<file path="src/rtl/dmem_arbiter.sv">
// Shares one single-port data RAM between the core and a host/debug port: core priority,
// host starvation limit, host lock with a bounded burst; zero-cycle issue, one-cycle read return.
module dmem_arbiter #(
  parameter int ADDR_WIDTH   = 8,
  parameter int DATA_WIDTH   = 32,
  parameter int STARVE_LIMIT = 4,
  parameter int LOCK_MAX     = 16
) (
  input  logic                  clk,
  input  logic                  rst,
  input  logic                  core_req,
  input  logic                  core_we,
  input  logic [ADDR_WIDTH-1:0] core_addr,
  input  logic [DATA_WIDTH-1:0] core_wdata,
  output logic                  core_gnt,
  output logic                  core_stall,
  output logic                  core_rvalid,
  output logic [DATA_WIDTH-1:0] core_rdata,
  input  logic                  host_req,
  input  logic                  host_we,
  input  logic [ADDR_WIDTH-1:0] host_addr,
  input  logic [DATA_WIDTH-1:0] host_wdata,
  input  logic                  host_lock,
  output logic                  host_gnt,
  output logic                  host_rvalid,
  output logic [DATA_WIDTH-1:0] host_rdata,
  output logic [ADDR_WIDTH-1:0] ram_addr,
  output logic [DATA_WIDTH-1:0] ram_wdata,
  output logic                  ram_we,
  input  logic [DATA_WIDTH-1:0] ram_rdata
);

  localparam int SW = $clog2(STARVE_LIMIT + 1);
  localparam int LW = $clog2(LOCK_MAX + 1);
  localparam logic [SW-1:0] STARVE_TOP = SW'(STARVE_LIMIT);
  localparam logic [LW-1:0] LOCK_TOP   = LW'(LOCK_MAX);

  typedef enum logic [1:0] {IDLE, CORE_OWN, HOST_OWN, HOST_LOCKED} state_t;

  state_t                state, state_nxt;
  logic [SW-1:0]         starve_cnt, starve_nxt;
  logic [LW-1:0]         lock_cnt, lock_nxt;
  logic [ADDR_WIDTH-1:0] last_addr;
  logic [DATA_WIDTH-1:0] core_rdata_q, host_rdata_q;

  always_comb begin
    core_gnt = 1'b0;
    host_gnt = 1'b0;
    if (state == HOST_LOCKED && host_req && lock_cnt < LOCK_TOP)
      host_gnt = 1'b1;
    else if (state == HOST_LOCKED && lock_cnt == LOCK_TOP && core_req)
      core_gnt = 1'b1;
    else if (host_req && starve_cnt == STARVE_TOP)
      host_gnt = 1'b1;
    else if (core_req)
      core_gnt = 1'b1;
    else if (host_req)
      host_gnt = 1'b1;
  end

  // Only a locked host grant carries lock_cnt forward; every other outcome clears it.
  always_comb begin
    state_nxt  = IDLE;
    lock_nxt   = '0;
    starve_nxt = '0;
    if (host_gnt && host_lock) begin
      state_nxt = HOST_LOCKED;
      lock_nxt  = (lock_cnt == LOCK_TOP) ? lock_cnt : lock_cnt + 1'b1;
    end else if (host_gnt) begin
      state_nxt = HOST_OWN;
    end else if (core_gnt) begin
      state_nxt = CORE_OWN;
    end
    if (host_req && !host_gnt)
      starve_nxt = (starve_cnt == STARVE_TOP) ? starve_cnt : starve_cnt + 1'b1;
  end

  assign core_stall = core_req & ~core_gnt;
  assign ram_addr   = core_gnt ? core_addr : (host_gnt ? host_addr : last_addr);
  assign ram_wdata  = host_gnt ? host_wdata : core_wdata;
  assign ram_we     = (core_gnt & core_we) | (host_gnt & host_we);

  // RAM data arrives in the rvalid cycle, so it is forwarded then and held afterwards.
  assign core_rdata = core_rvalid ? ram_rdata : core_rdata_q;
  assign host_rdata = host_rvalid ? ram_rdata : host_rdata_q;

  always_ff @(posedge clk) begin
    if (rst) begin
      state        <= IDLE;
      starve_cnt   <= '0;
      lock_cnt     <= '0;
      last_addr    <= '0;
      core_rvalid  <= 1'b0;
      host_rvalid  <= 1'b0;
      core_rdata_q <= '0;
      host_rdata_q <= '0;
    end else begin
      state       <= state_nxt;
      starve_cnt  <= starve_nxt;
      lock_cnt    <= lock_nxt;
      core_rvalid <= core_gnt & ~core_we;
      host_rvalid <= host_gnt & ~host_we;
      if (core_gnt || host_gnt)
        last_addr <= ram_addr;
      if (core_rvalid)
        core_rdata_q <= ram_rdata;
      if (host_rvalid)
        host_rdata_q <= ram_rdata;
    end
  end

endmodule

</file>
<file path="config.mk">
export PLATFORM = sky130hd
export DESIGN_NAME = dmem_arbiter
export DESIGN_NICKNAME = d
export VERILOG_FILES = /design/src/rtl/dmem_arbiter.sv
export SDC_FILE = /design/constraint.sdc
export NUM_CORES = 1
export LEC_CHECK = 0
export BUFFER_PORTS_ARGS = -buffer_cell sky130_fd_sc_hd__buf_2
export CAP_MARGIN = 40
export CORE_UTILIZATION = 45
export DETAILED_ROUTE_END_ITERATION = 10
export PLACE_DENSITY = 0.81
export SYNTH_ARGS = -nofsm -noshare
export SYNTH_HDL_FRONTEND = slang
export SYNTH_SLANG_ARGS = --single-unit
</file>
<file path="constraint.sdc">
create_clock -name clk -period 2.3 [get_ports clk]
set_input_delay 0.345 -clock clk [delete_from_list [all_inputs] [get_ports clk]]
set_output_delay 0.345 -clock clk [all_outputs]
set_load 0.05 [all_outputs]
</file>
==> summary.md <==
| Metric | Value |
|---|---|
| Max-slew headroom | `between 70% and 80%` |
| Setup slack, reg-to-reg | `approximately 310 ps` |
| Rows | `34` |
| Remaining Overflow, GRT | `0` |
| Nets | `~750` |
| Commonest non-fill, non-tap cell in the layout | `buf_2` |
| Setup violations, final | `43` |
| Setup crit end kind | `primary output` |
| Clock Skews | `roughly 17 ps` |
| Leak Pwr | `3.177 nW` |
| Slowest CP cell | `dfxtp_2` |
| Die Ht | `just under 100 microns` |
| DRT iter0 DRCs | `80` |
| GP Congestion | `about 0.74` |
| Core box area | `~9000 sq um` |
| Critical Setup Path Class | `flip-flop to primary output` |
| Peak supply drop | `about 0.32 mV` |
| Worst Reg-to-Reg Cells | `9` |
| Util after Layout | `70.55%` |
| CTS tree | `done` |
| Clock latency on the worst-skew pair | `approximately 340 ps` |
| Register area share after synthesis | `roughly two fifths` |
| Period utilization | `114.3%` |
| Worst-case hold path end point | `host_rvalid` |
| Failing checks | `negative setup slack` |
| H-tree levels | `3` |
| Unrepaired setup endpoints after global routing | `yes` |
| Critical path buffers and inverters | `3` |
| Hold path start | `host_we` |
| Pwr Density | `between 600 and 700 nW/um^2` |
| DRT antenna net count | `0` |
| Startpoint Class | `flip-flop` |
| F_max | `approximately 380 MHz` |
| Worst hold path type | `input port to flip-flop` |
| Worst R2R Start | `starve_cnt[1]` |
| Synthesis-stage register bit count | `84` |
| Hold Fails Final Rpt | `0` |
| Post-Place Worst Slack | `-121.4 ps` |
| Synth area leaders | `dfxtp_1 (41%), mux2_2 (19%), mux2_4 (10%)` |
| Wire per inst | `16.94 microns` |
| Slew @ Worst Pin | `roughly 440 ps` |
| Avg Vias per Cell | `between 5 and 6` |
| Worst Path Arrival | `about 2300 ps` |
| Peak fanout along the critical path | `8` |
| Total of max-cap violations | `0` |
| Max incr delay on CP | `approximately 350 ps` |
| Via count | `roughly 3800` |
| Layout cell share with drive strength beyond 1 | `between 60 and 70%` |
| Initial DRT Pass Iterations | `4` |
| Leading area contributor after synthesis | `dfxtp_1` |
| Pin count of the biggest net entering global routing | `around 50` |
| Initial core utilization | `between 40 and 50%` |
| # clock sinks | `84` |
| Commonest cells after routing, fill and taps aside | `buf_2 (184), dfxtp_1 (80), mux2_2 (69)` |
| Mapped Area | `a little over 4000 sq um` |
| Antenna violations before repair | `0` |
| CTS Root Cell | `clkbuf_8` |
| Syn. warnings | `0` |
| Die W | `97.15 microns` |
| Max-slew violation count | `0` |
| Non-filler cells, final | `approximately 740` |
| CP Cell Sequence | `inv_2 > ha_4 > and4bb_4 > or2_4 > a31o_4 > buf_12 > mux2_4 > buf_8` |
| Buffers on Ports | `approximately 230` |
| Worst hold stages | `2` |
| CTS Buf Count | `9` |
| Synth Net Count | `roughly 500` |
| First-pass GRT wire length | `roughly 19 mm` |
| Final min period | `2629 ps` |
| Critical path required time | `between 1500 and 2000 ps` |
| DR DRC count | `0` |
| Final instance area | `6182 sq um` |
| Die ar. | `9437 sq um` |
| Final WS setup | `-328.5 ps` |
| DP Area | `5409 sq um` |
| Worst R2R End | `lock_cnt[2]` |
| Outcome | `finished with violations` |
| Boundary Pins | `between 200 and 250` |
| WL final | `~13 mm` |
| Area grow syn2layout | `51.75%` |
| HPWL Detailed | `between 8 and 9 mm` |
| Synth top area share | `41.28%` |
| Synth cell types | `33` |
| Clock buffer depth | `2` |
| Total track usage | `24.90%` |
| Vias in the first global route | `approximately 3700` |
| Clock-pin transition on the worst setup and hold timing paths | `~90 ps` |
| Crit path max-delay family | `simple AND/OR/NAND/NOR gates` |
| Placed Cells | `between 700 and 800` |
| Cells after Synth | `around 380` |
| Avg Cell Area, Syn | `10.83 sq um` |
cell type report:
cell class                 count  area, sq um
fill                         633         2581
multi-input combinational    256         2292
sequential                    84         1687
tap                          108        135.1
clock buffer                  10        127.6
clock inverter                 6        70.07
antenna                        2        5.005
timing repair buffer         265         1832
inverter                       8        33.78
worst reg2reg max path: cells and delay by family (launching register included):
family          cells  cell delay, ps
buf+inv             4             490
compound gates      1             400
flops               1             340
mux                 1             320
simple gates        2             230
fa+ha+maj           1             150
where the power goes:
group,internal [mW],switching (mW)
logic,0.452,0.688
clock network,0.510,0.552
registers,1.50,0.0118
timing repair:
item,in CTS,in global routing
setup buffers,4,8
pin swaps,4,5
hold buffers,0,0
gates cloned,3,1
setup endpoints to repair,44,44
resized for setup,104,17
worst max-delay path by stage:
stage / slack (ps) / start / cells after the start / end
floorplan: -20 / lock_cnt[0] / 9 / ram_we
global placement: -20 / lock_cnt[0] / 8 / ram_wdata[6]
detailed placement: -120 / lock_cnt[0] / 8 / ram_wdata[12]
CTS: -320 / lock_cnt[0] / 8 / ram_wdata[8]
global route: -380 / lock_cnt[1] / 8 / ram_wdata[8]
finish: -330 / lock_cnt[0] / 8 / ram_wdata[8]
sequential cells by signal, indices dropped and copies added, names as in the netlist:
name,count
core_rvalid,1
host_rvalid,1
state,2
last_addr,8
starve_cnt,3
lock_cnt,5
host_rdata_q,32
core_rdata_q,32
kinds of logic (layout without fill, tap and decap cells):
logic type	Yosys count	count (layout)	synth area share (%)
flip-flops	84	84	41.28
AND/OR/NAND/NOR	108	108	15.36
XOR/XNOR	5	5	1.075
other	0	2	0
multiplexers	99	99	29.79
buffers and inverters	36	289	4.238
AO/OA/AOI/OAI	40	40	7.034
adder cells (fa/ha/maj)	4	4	1.229
metrics by stage:
step	total power [mW]	setup TNS [ps]	hold WS (ps)
global route	3.843	-14520	174.7
finish	3.714	-12000	200.8
floorplan	2.261	-24.02	424.3
CTS	3.708	-11950	176.6
global placement	2.508	-414.4	524.2
detailed placement	2.529	-3121	524.6
cells in the mapped netlist:
cell type / n
nand3b_1: 1
o21ai_0: 2
dfxtp_1: 84
a21oi_1: 18
nor3_1: 2
o31a_1: 9
or2_1: 1
and4bb_4: 1
a22o_1: 1
a31o_1: 1
nor4_1: 3
buf_2: 3
xnor2_1: 3
nand2_1: 19
mux2i_1: 2
nand3_1: 2
and2_1: 64
nor3_2: 1
nand2_2: 1
clkinv_1: 1
ha_1: 4
buf_8: 1
xor2_1: 2
or3_1: 8
clkbuf_1: 15
mux2_2: 70
mux2_4: 27
nor2_1: 5
o211a_1: 8
buf_6: 3
a311o_1: 1
inv_1: 7
buf_1: 6
layer usage:
layer / track usage, % / up-vias / part of all wire (%)
met1: 30.68 / 1818 / 41
met3: 5.540 / 13 / 6.8
li1: - / 1796 / -
met2: 43.77 / 182 / 51
met4: 6.315 / 0 / 1.2
met5: 0 / - / 0
No activity file was read; power rests on OpenSTA's default activity.
